### config.mk
export PLATFORM = sky130hd
export DESIGN_NAME = reset_sequencer
export DESIGN_NICKNAME = d
export VERILOG_FILES = /design/src/rtl/reset_seq_pkg.sv /design/src/rtl/reset_sequencer_key_debouncer.sv /design/src/rtl/reset_sequencer.sv
export SDC_FILE = /design/constraint.sdc
export NUM_CORES = 1
export LEC_CHECK = 0
export ABC_AREA = 1
export CAP_MARGIN = 40
export CORE_MARGIN = 2
export CORE_UTILIZATION = 40
export DETAILED_ROUTE_END_ITERATION = 8
export PLACE_DENSITY = 0.55
export REMOVE_ABC_BUFFERS = 1
export SKIP_LAST_GASP = 1
export SLEW_MARGIN = 40
export SYNTH_ARGS = -nofsm -noshare
export SYNTH_HDL_FRONTEND = slang
export SYNTH_SLANG_ARGS = --single-unit
### constraint.sdc
create_clock -name clk -period 1.98 [get_ports clk]
set_input_delay 0.198 -clock clk [delete_from_list [all_inputs] [get_ports clk]]
set_output_delay 0.198 -clock clk [all_outputs]
set_load 0.01 [all_outputs]
### src/rtl/reset_seq_pkg.sv
// Shared types and constants for the staged reset sequencer.
package reset_seq_pkg;

  typedef enum logic [1:0] {
    WAIT_LOCK = 2'd0,
    HOLD      = 2'd1,
    RELEASE   = 2'd2,
    RUN       = 2'd3
  } seq_state_e;

  localparam int unsigned CAUSE_W   = 4;
  localparam int unsigned CAUSE_POR = 0;
  localparam int unsigned CAUSE_PLL = 1;
  localparam int unsigned CAUSE_KEY = 2;
  localparam int unsigned CAUSE_SW  = 3;

  function automatic int unsigned max_u(input int unsigned a, input int unsigned b);
    return (a > b) ? a : b;
  endfunction

endpackage

### src/rtl/reset_sequencer_key_debouncer.sv
// Two-flop synchroniser plus stable-count debounce for an active-low push button.
// The output level follows the synced input only after it has differed for DEBOUNCE_CYCLES+1 samples.
module key_debouncer #(
  parameter int unsigned DEBOUNCE_CYCLES = 65536
) (
  input  logic clk,
  input  logic reset,
  input  logic key_n,
  output logic pressed
);

  localparam int unsigned CNT_W = $clog2(DEBOUNCE_CYCLES + 1);

  logic             key_s1;
  logic             key_s2;
  logic [CNT_W-1:0] stable_cnt;

  always_ff @(posedge clk) begin
    if (reset) begin
      key_s1     <= 1'b1;
      key_s2     <= 1'b1;
      stable_cnt <= '0;
      pressed    <= 1'b0;
    end else begin
      key_s1 <= key_n;
      key_s2 <= key_s1;
      // Any sample matching the current level is a bounce and restarts the count.
      if ((~key_s2) != pressed) begin
        if (stable_cnt == CNT_W'(DEBOUNCE_CYCLES)) begin
          pressed    <= ~key_s2;
          stable_cnt <= '0;
        end else begin
          stable_cnt <= stable_cnt + CNT_W'(1);
        end
      end else begin
        stable_cnt <= '0;
      end
    end
  end

endmodule

### src/rtl/reset_sequencer.sv
// Staged reset controller: waits for PLL lock, holds, then releases domain resets in order.
// Define RESET_SEQUENCER_CAUSE_EN to add the sticky cause register and its cause/cause_clr ports.
module reset_sequencer
  import reset_seq_pkg::*;
#(
  parameter int unsigned NUM_DOMAINS     = 3,
  parameter int unsigned HOLD_CYCLES     = 32,
  parameter int unsigned STAGE_GAP       = 16,
  parameter int unsigned DEBOUNCE_CYCLES = 65536
) (
  input  logic                   clk,
  input  logic                   reset,
  input  logic                   pll_locked,
  input  logic                   key_reset,
  input  logic                   sw_reset_req,
`ifdef RESET_SEQUENCER_CAUSE_EN
  input  logic                   cause_clr,
  output logic [CAUSE_W-1:0]     cause,
`endif
  output logic [NUM_DOMAINS-1:0] rst_n,
  output logic                   ready
);

  localparam int unsigned CNT_W = $clog2(max_u(HOLD_CYCLES, NUM_DOMAINS * STAGE_GAP)) + 1;

  seq_state_e             state;
  logic [CNT_W-1:0]       cnt;
  logic                   lock_s1;
  logic                   lock_s2;
  logic                   key_pressed;
  logic [NUM_DOMAINS-1:0] stage_due_c;

  key_debouncer #(
    .DEBOUNCE_CYCLES(DEBOUNCE_CYCLES)
  ) u_key_debouncer (
    .clk    (clk),
    .reset  (reset),
    .key_n  (key_reset),
    .pressed(key_pressed)
  );

  // Domains whose release point is reached on the coming RELEASE edge.
  always_comb begin
    stage_due_c = '0;
    for (int i = 0; i < int'(NUM_DOMAINS); i++) begin
      stage_due_c[i] = (cnt + CNT_W'(1)) >= CNT_W'(i * STAGE_GAP);
    end
  end

  always_ff @(posedge clk) begin
    if (reset) begin
      lock_s1 <= 1'b0;
      lock_s2 <= 1'b0;
      state   <= WAIT_LOCK;
      cnt     <= '0;
      rst_n   <= '0;
      ready   <= 1'b0;
    end else begin
      lock_s1 <= pll_locked;
      lock_s2 <= lock_s1;
      if (!lock_s2) begin
        state <= WAIT_LOCK;
        cnt   <= '0;
        rst_n <= '0;
        ready <= 1'b0;
      end else if ((key_pressed || sw_reset_req) && (state != WAIT_LOCK)) begin
        // Held key keeps re-entering here, pinning the hold counter at zero.
        state <= HOLD;
        cnt   <= '0;
        rst_n <= '0;
        ready <= 1'b0;
      end else begin
        case (state)
          WAIT_LOCK: begin
            state <= HOLD;
            cnt   <= '0;
          end
          HOLD: begin
            if (cnt == CNT_W'(HOLD_CYCLES - 1)) begin
              state <= RELEASE;
              cnt   <= '0;
              rst_n <= NUM_DOMAINS'(1);
            end else begin
              cnt <= cnt + CNT_W'(1);
            end
          end
          RELEASE: begin
            if (&rst_n) begin
              state <= RUN;
              ready <= 1'b1;
            end else begin
              cnt   <= cnt + CNT_W'(1);
              rst_n <= rst_n | stage_due_c;
            end
          end
          RUN: begin
            state <= RUN;
          end
          default: begin
            state <= WAIT_LOCK;
            rst_n <= '0;
            ready <= 1'b0;
          end
        endcase
      end
    end
  end

`ifdef RESET_SEQUENCER_CAUSE_EN
  logic [CAUSE_W-1:0] cause_set_c;

  // Lock loss only counts once lock had been reached; a waiting sequencer is not "losing" it.
  always_comb begin
    cause_set_c            = '0;
    cause_set_c[CAUSE_PLL] = !lock_s2 && (state != WAIT_LOCK);
    cause_set_c[CAUSE_KEY] = key_pressed;
    cause_set_c[CAUSE_SW]  = sw_reset_req && (state != WAIT_LOCK);
  end

  always_ff @(posedge clk) begin
    if (reset) begin
      cause <= CAUSE_W'(1 << CAUSE_POR);
    end else begin
      cause <= (cause_clr ? '0 : cause) | cause_set_c;
    end
  end
`endif

endmodule

[After elaboration in Yosys (flattened, before gate mapping)]
Cells that the tools add are included.
Storage, ports and cells
  output and inout port bits: 4
  flip-flop bits (word level): 35
Cells by class
  bitwise operators: 4
  reduce and logical (&&, ||, !) cells: 16
  add/sub/neg operators: 2
  $lt $le $gt $ge: 3
  equal/unequal tests: 11
  multiplexer cells: 10
Operators with widths (number)
  7-bit case mux with 3 select lines: 1
  17-bit by 1-bit adder with 17-bit output (second input constant): 1
  17-bit equality test (second input constant): 1
  7-bit two-way mux: 2
  2-bit case mux with 4 select lines: 1
  2-bit AND reduction: 4
  7-bit by 1-bit adder with 7-bit output (second input constant): 1
  7-bit by 5-bit equality test with 1-bit output (second input constant): 1
  7-bit by 1-bit greater-or-equal comparator with 1-bit output (second input constant): 1
  7-bit by 5-bit greater-or-equal comparator with 1-bit output (second input constant): 1
  7-bit by 6-bit greater-or-equal comparator with 1-bit output (second input constant): 1
  3-bit two-way mux: 2
  2-bit inequality test (second input constant): 3
  3-bit inequality test (second input constant): 2
  3-bit case mux with 2 select lines: 1
  3-bit AND reduction: 2
  3-bit OR reduction: 2
  2-bit equality test (second input constant): 2
  2-bit two-way mux: 2
  4-bit AND reduction: 1
  2-bit nonzero test: 2
  1-bit inverter: 3
  3-bit bitwise OR: 1
  3-bit nonzero test: 1
  other kinds (7): 7

[Logic depth before layout (Yosys ltp)]
Gate-level depths: netlist (run 1).
  depth in word-level cells: 5
  mapped depth: 10
  mapped depth without buffers: 10

[Cells and area by module]
A second synthesis (run 1) with hierarchy kept.
Second synthesis, totals
  cells, all modules: 268
  area, all modules: 1880.6 sq um
Modules (own cells, without submodules)
  key_debouncer: times used 1, area an instance 1048.5 sq um, cells each 152, sequential area each 400.4 sq um
  reset_sequencer: times used 1, area an instance 832.0 sq um, cells each 116, sequential area each 300.3 sq um

[Least setup slack after synthesis (run 1)]
No wires, ideal clock.
  kind: register to register
  start point: reg state[0]
  end point: reg cnt[2]
  data arrival time: 1.270 ns
  clock period less this slack: 1.385 ns
  stages on the path, launching flop included: 9
  data required time: 1.865 ns
  path slack: 0.595 ns
  cells stage by stage: dfxtp_1 inv_1 ha_1 inv_1 o21bai_2 inv_1 nand2_1 xor2_1 nor2_1
Between the ends
  longest elaborated chain between the ends: 3
RTL lines
  start, declared: RTL line reset_sequencer.sv:26  | seq_state_e state;
  start signal, assigned: RTL line reset_sequencer.sv:54  | state <= WAIT_LOCK;
  start signal, assigned: RTL line reset_sequencer.sv:62  | state <= WAIT_LOCK;
  start signal, assigned: RTL line reset_sequencer.sv:68  | state <= HOLD;
  2-bit equality test, or another cell as far along: RTL line reset_sequencer.sv:73  | case (state)
  2-bit inequality test (no line), or another cell as far along
  2-bit AND reduction (no line) / 3-bit OR reduction (equally long branches)
  end signal, assigned: RTL line reset_sequencer.sv:84  | cnt <= cnt + CNT_W'(1);
  end signal, assigned: RTL line reset_sequencer.sv:92  | cnt <= cnt + CNT_W'(1);
  end, declared: RTL line reset_sequencer.sv:27  | logic [CNT_W-1:0] cnt;
Parallel ways exist; a longest one is shown, timed or not.
A chain may end at the register's enable or synchronous reset.

[Final worst setup path (run 1)]
  start point: reg state[0]
  end point: reg cnt[3]
The elaborated chain is that of the path after synthesis.

==> results of run 1 <==
[registers in the layout (all words and copies together) (netlist names)]
signal                      flops
lock_s1                         1
rst_n                           3
u_key_debouncer.key_s2          1
lock_s2                         1
u_key_debouncer.key_s1          1
u_key_debouncer.stable_cnt     17
state                           2
cnt                             7
ready                           1
u_key_debouncer.pressed         1
[logic make-up (layout without fill, tap and decap cells)]
logic type | Yosys count | count (layout) | synth area share, %
fa+ha+maj | 9 | 9 | 6.22
flops | 35 | 35 | 38.7
xor+xnor | 6 | 6 | 2.90
compound gates | 31 | 31 | 9.05
buf+inv | 44 | 58 | 9.32
simple gates | 129 | 129 | 33.8
[how the worst max path moves through the flow]
stage	start	endpoint	slack (ns)	cells after the start
after global placement	state[0]$_SDFFE_PP0P_	cnt[3]$_SDFFE_PP0P_	0.34	8
after detailed placement	state[0]$_SDFFE_PP0P_	cnt[2]$_SDFFE_PP0P_	0.35	8
after global routing	state[0]$_SDFFE_PP0P_	cnt[3]$_SDFFE_PP0P_	0.13	8
after CTS	state[0]$_SDFFE_PP0P_	cnt[3]$_SDFFE_PP0P_	0.34	8
final	state[0]$_SDFFE_PP0P_	cnt[3]$_SDFFE_PP0P_	0.34	8
after floorplan	state[0]$_SDFFE_PP0P_	cnt[2]$_SDFFE_PP0P_	0.59	8
[worst min-delay path, stage by stage, from the launching register on]
cell and delay, ns:
dfxtp_1 0.30, inv_1 0.04, nor2_1 0.03
[layer usage]
layer | vias to the layer above | track usage, % | wire, um
li1 | 833 | - | -
met1 | 658 | 21.4 | 1960
met2 | 10 | 21.0 | 1280
met3 | 4 | 3.38 | 60
met4 | 0 | 6.29 | 39
met5 | - | 0 | 0
[area by class of cell]
type | instances | area (um^2)
Clock buffer | 6 | 82.6
Clock inverter | 1 | 5.00
Fill cell | 438 | 2320
Inverter | 43 | 161
Multi-Input combinational cell | 175 | 942
Sequential cell | 35 | 701
Tap cell | 52 | 65.1
Timing Repair Buffer | 8 | 80.1
[per-stage QoR]
step                      power (uW)  utilization, %  cells
final                           1250            46.8    320
after global routing            1310            46.8    320
after CTS                       1280            46.8    320
after detailed placement         763            44.8    313
after global placement           763            44.8    313
after floorplan                  748               -    253
[cells in the final DEF, fill, tap and decap left out, types with 2 or more instances in the layout]
| cell | count |
|---|---|
| a21oi_1 | 19 |
| clkbuf_8 | 6 |
| clkdlybuf4s50_1 | 8 |
| dfxtp_1 | 35 |
| ha_1 | 9 |
| inv_1 | 42 |
| nand2_1 | 48 |
| nand2_2 | 3 |
| nand2_4 | 3 |
| nand3_1 | 16 |
| nand4_1 | 9 |
| nor2_1 | 32 |
| nor2_2 | 2 |
| nor3_1 | 7 |
| nor3_2 | 3 |
| o21ai_0 | 9 |
| or2_2 | 2 |
| xnor2_1 | 2 |
| xor2_1 | 4 |
[power by group through the flow]
stage	logic, uW	clock network [uW]	registers, uW
after CTS	35.1	529	711
after global placement	35.0	0	728
after global routing	40.1	562	711
after detailed placement	35.1	0	728
final	34.5	508	711
after floorplan	21.1	0	727
==> results.md, run 1 <==
- Initial antenna violation count: 0
- Critical Path Slowest Stage Cell: dfxtp_1
- 1st-pass router iterations: 4
- Post-Syn Area per Cell: 7.13 um^2
- Cts bufs inserted: 5
- Post-cts sizing count: 0
- Port buffer count: 8
- Synth Flop Type: dfxtp_1
- WHS: 0.402 ns
- GRT Total Usage: 14.8%
- Routability congestion estimate: 0.791
- Share of the synthesized area in the top cell type: 38.7%
- Layout cells sized above 1: 8.96%
- CP startpoint kind: flop
- # DRC: 0
- Switching share of power: 20.4%
- Die H: 71.3 um
- Crit. End Element: flop
- Hold Fails Final Rpt: 0
- Logic pwr share: 2.8%
- CTS tree: yes
- Max incr delay on CP: 0.35 ns
- Core ar.: 4350 um^2
- Total Die Area: 5080 um^2
- H-Tree Depth: 2
- Worst EP required: 2.15 ns
- Critical R2R Launch: state[0]$_SDFFE_PP0P_
- Vias in the first global route: 1391
- WP data arrival: 1.81 ns
- Crit Path Class: reg2reg
- NetSw: 256 uW
- Clock skew: 0.00591 ns
- Final instance area: 2040 um^2
- Setup TNS: 0 ns
- # Post-CTS Setup Buffers: 0
- Final setup viols: 0
- N_diodes: 0
- Hold Path Sink: lock_s2$_SDFF_PP0_
- Most common cell in the netlist: nand2_1
- Routed vias/inst: 4.70
- Clock transition at the registers of the reported paths: 0.07 ns
- Highest clock rate: 0.610 GHz
- Count of cell types in the netlist: 26
- Internal power: 998 uW
- Seq pwr share: 56.7%
- P per Cell Area: 616 nW/um^2
- Synth async-reset ratio: 0%
- Layout Area Growth over Synthesis: 12.4%
- CTS Buffer Depth: 2
- Worst r2r dst: cnt[3]$_SDFFE_PP0P_
- Worst-Skew Late Latency: 0.28 ns
- Initial DRC count: 86
- Hold path start: lock_s1$_SDFF_PP0_
- Antenna Nets Post-Route: 0
- Crit path max-delay family: buffers and inverters
- VDD IR max: 389 uV
- Worst-Margin Slew: 0.390 ns
- Vias: 1505
- Critical-path cell list: inv_1 > ha_1 > inv_1 > o21bai_2 > inv_1 > nand2_1 > xor2_1 > nor2_1
- Largest net degree at the start of global routing: 18
- Crit Path Max Fanout: 6
- WHS Path Cells: 2
- Synth cell count leaders: nand2_1, inv_1, dfxtp_1, nor2_1, a21oi_1
- Remaining Overflow, GRT: 0
- Cts hold-fix bufs: 0
- Final setup margin: 0.341 ns
- Reg-to-reg slack, setup: 0.34 ns
- Outcome: completed
- Synthesized area: 1810 um^2
- Most used cell, CP: inv_1
- Number of synthesized flops with an enable pin: 0
- Sequential fraction of the synthesis area: 38.7%
- Clk network pwr share: 40.5%
- Max Cap Viol: 0
- Slew HR: 73.9%
- IO Pins: 9
- Placed Area: 1950 um^2
- Dominant cell type by area after synthesis: dfxtp_1
- Static Leak: 0.000771 uW
- Final wirelength: 3.34 mm
- Synth area leaders: dfxtp_1, nand2_1, inv_1
- Worst min path class: reg2reg
- Rows: 24
- RSZ-0062 raised after global routing: false
- Buf/Inv on CP: 3
- R2R depth: 8
- Synth Register Bits: 35
- First-pass GRT wire length: 5.96 mm
- Final-report max-slew violation count: 0
- DP HPWL: 2.59 mm
- Post-Place Setup Slack: 0.354 ns
- Clk sinks: 35
- Minimum clock period: 1.64 ns
- Layout Nets: 282
- Cells after Synth: 254
- Syn. warnings: 0
- Avg WL per Cell: 10.4 um
- Final worst-path cycle share: 82.8%
- Clk root buf: clkbuf_8
- Initial core utilization: 41.6%
- Die Width: 71.3 um
No activity file was read; power rests on OpenSTA's default activity.
==> inputs of run 2 (changes only) <==
Clock period 1.98 ns to 1.6 ns, I/O delays scaled along.
==> results.md, run 2 (synthesis results as in run 1) <==
- CP startpoint kind: flop
- Clk network pwr share: 40.6% (about the same)
- Worst-Margin Slew: 0.351 ns (-0.0397 ns)
- # DRC: 0 (unchanged)
- Port buffer count: 8 (unchanged)
- VDD IR max: 548 uV (+41%)
- Switching share of power: 22.9% (+2.4 points)
- P per Cell Area: 746 nW/um^2 (+21%)
- Cts bufs inserted: 5 (unchanged)
- H-Tree Depth: 2 (unchanged)
- Core ar.: 4350 um^2 (unchanged)
- Final wirelength: 3.58 mm (+7.2%)
- Die H: 71.3 um (unchanged)
- Total Die Area: 5080 um^2 (unchanged)
- Crit Path Max Fanout: 4 (-2)
- R2R depth: 10 (+2)
- Vias in the first global route: 1421 (+2.2%)
- Final setup viols: 0 (unchanged)
- Crit Path Class: reg2reg
- Remaining Overflow, GRT: 0 (unchanged)
- IO Pins: 9 (unchanged)
- Vias: 1570 (+4.3%)
- Rows: 24 (unchanged)
- Crit path to: cnt[3]$_SDFFE_PP0P_
- Clk root buf: clkbuf_8
- Routed vias/inst: 4.82 (+2.4%)
- Layout Nets: 287 (+1.8%)
- CTS tree: yes
- Outcome: completed
- Most flop-heavy register: u_key_debouncer.stable_cnt
- 1st-pass router iterations: 4 (unchanged)
- Routability congestion estimate: 0.851 (+7.5%)
- Internal power: 1200 uW (+21%)
- Die Width: 71.3 um (unchanged)
- Initial core utilization: 41.6% (unchanged)
- Slew HR: 76.4% (+2.5 points)
- GRT Total Usage: 15.8% (+1.0 points)
- Initial antenna violation count: 0 (unchanged)
- Most frequent cells in the layout: nand2_1, inv_1, dfxtp_1
- Design Power: 1560 uW (+25%)
- Commonest non-fill, non-tap cell in the layout: nand2_1
- Worst-Skew Late Latency: 0.29 ns (about the same)
- Clock skew: 0.00859 ns (+0.00267 ns)
- Launch point of the worst path: cnt[0]$_SDFFE_PP0P_
- NetSw: 357 uW (+39%)
- WHS: 0.393 ns (-0.00884 ns)
- Post-cts sizing count: 0 (unchanged)
- Layout cells sized above 1: 12.4% (+3.5 points)
- Antenna Nets Post-Route: 0 (unchanged)
- Seq pwr share: 56.3% (-0.4 points)
- Initial DRC count: 145 (+69%)
- Largest net degree at the start of global routing: 18 (unchanged)
- Clock transition at the registers of the reported paths: 0.08 ns (about the same)
- CTS Buffer Depth: 2 (unchanged)
- Max reg flops: 17 (unchanged)
- Highest clock rate: 0.685 GHz (+12%)
- Cts hold-fix bufs: 0 (unchanged)
- Max Cap Viol: 0 (unchanged)
- Layout Area Growth over Synthesis: 15.5%
- Worst r2r dst: cnt[3]$_SDFFE_PP0P_
- Crit. End Element: flop
- First-pass GRT wire length: 6.36 mm (+6.7%)
- Reg-to-reg slack, setup: 0.14 ns (-0.20 ns)
- Avg WL per Cell: 11.0 um (+5.2%)
- Setup TNS: 0 ns (unchanged)
- WP data arrival: 1.64 ns (-0.17 ns)
- Max incr delay on CP: 0.35 ns (about the same)
- Static Leak: 0.000787 uW (+2.0%)
- Worst min path class: in2reg
- Most used cell, CP: nand2_1
- RSZ-0062 raised after global routing: false
- Critical Path Slowest Stage Cell: dfxtp_2
- Critical-path cell list: ha_2 > nand2_2 > nor2_4 > nand2_2 > nand2_4 > nand2_1 > nand2_1 > nand2_1 > nand2_1 > nor2_1
- Worst EP required: 1.78 ns (-0.37 ns)
- Top flop regs: u_key_debouncer.stable_cnt: 17 flops, cnt: 7 flops, rst_n: 3 flops
- N_diodes: 0 (unchanged)
- Minimum clock period: 1.46 ns (-0.179 ns)
- Final-report max-slew violation count: 0 (unchanged)
- Hold Fails Final Rpt: 0 (unchanged)
- Final worst-path cycle share: 91.3% (+8.5 points)
- Critical R2R Launch: cnt[0]$_SDFFE_PP0P_
- Clk sinks: 35 (unchanged)
- Logic pwr share: 3.1% (+0.3 points)
- DP HPWL: 2.72 mm (+4.9%)
- # Post-CTS Setup Buffers: 0 (unchanged)
[run 2: changes by cell type in the layout (fill, tap and decap cells not counted), sizes merged]
cell and change:
clkinvlp +1, buf +5
[run 2: final cells by class]
class	instances	area [um^2]
clock buffers	6	72.6
multi-input cells	175	960
clock inverters	2	12.5
inverters	43	161
repair buffers	13	118
flip-flops and latches	35	704
fillers	441	2260
well taps	52	65.1
[run 2: routing by layer]
layer,vias up,share of wire (%),GRT usage (%)
met5,-,0,0
met2,15,41,21.9
met3,5,3.1,4.64
met4,0,1.1,5.03
met1,708,55,23.4
li1,842,-,-
[run 2: critical path, delay by kind of cell (launching register included)]
| family | cells | cell delay [ns] |
|---|---|---|
| flops | 1 | 0.35 |
| fa+ha+maj | 1 | 0.21 |
| simple gates | 9 | 0.80 |
[run 2: power by group through the flow]
stage / Combinational [uW] / Sequential [uW] / Clock, uW
2_1_floorplan: 26.1 / 900 / 0
3_3_place_gp: 48.3 / 900 / 0
3_5_place_dp: 47.9 / 900 / 0
4_1_cts: 48.1 / 879 / 662
5_1_grt: 54.3 / 880 / 704
6_report: 47.9 / 880 / 634
[run 2: worst min path at each step]
| stage | from | to | slack, ns | depth (start not counted) |
|---|---|---|---|---|
| final | pll_locked | lock_s1$_SDFF_PP0_ | 0.39 | 3 |
| after global routing | pll_locked | lock_s1$_SDFF_PP0_ | 0.41 | 3 |
| after CTS | pll_locked | lock_s1$_SDFF_PP0_ | 0.39 | 3 |
| after detailed placement | u_key_debouncer.key_s1$_SDFF_PP1_ | u_key_debouncer.key_s2$_SDFF_PP1_ | 0.39 | 1 |
| after global placement | lock_s1$_SDFF_PP0_ | lock_s2$_SDFF_PP0_ | 0.39 | 2 |
| after floorplan | reset | lock_s1$_SDFF_PP0_ | 0.23 | 1 |
[run 2: per-stage QoR]
stage	cell area, um^2	utilization (%)	setup WS [ns]	instances
6_report	2090	48.1	0.139	326
5_1_grt	2090	48.1	0.0134	326
4_1_cts	2070	47.6	0.0436	326
3_5_place_dp	1990	45.6	0.0675	318
3_3_place_gp	1990	45.6	0.0490	318
2_1_floorplan	1800	-	0.215	253
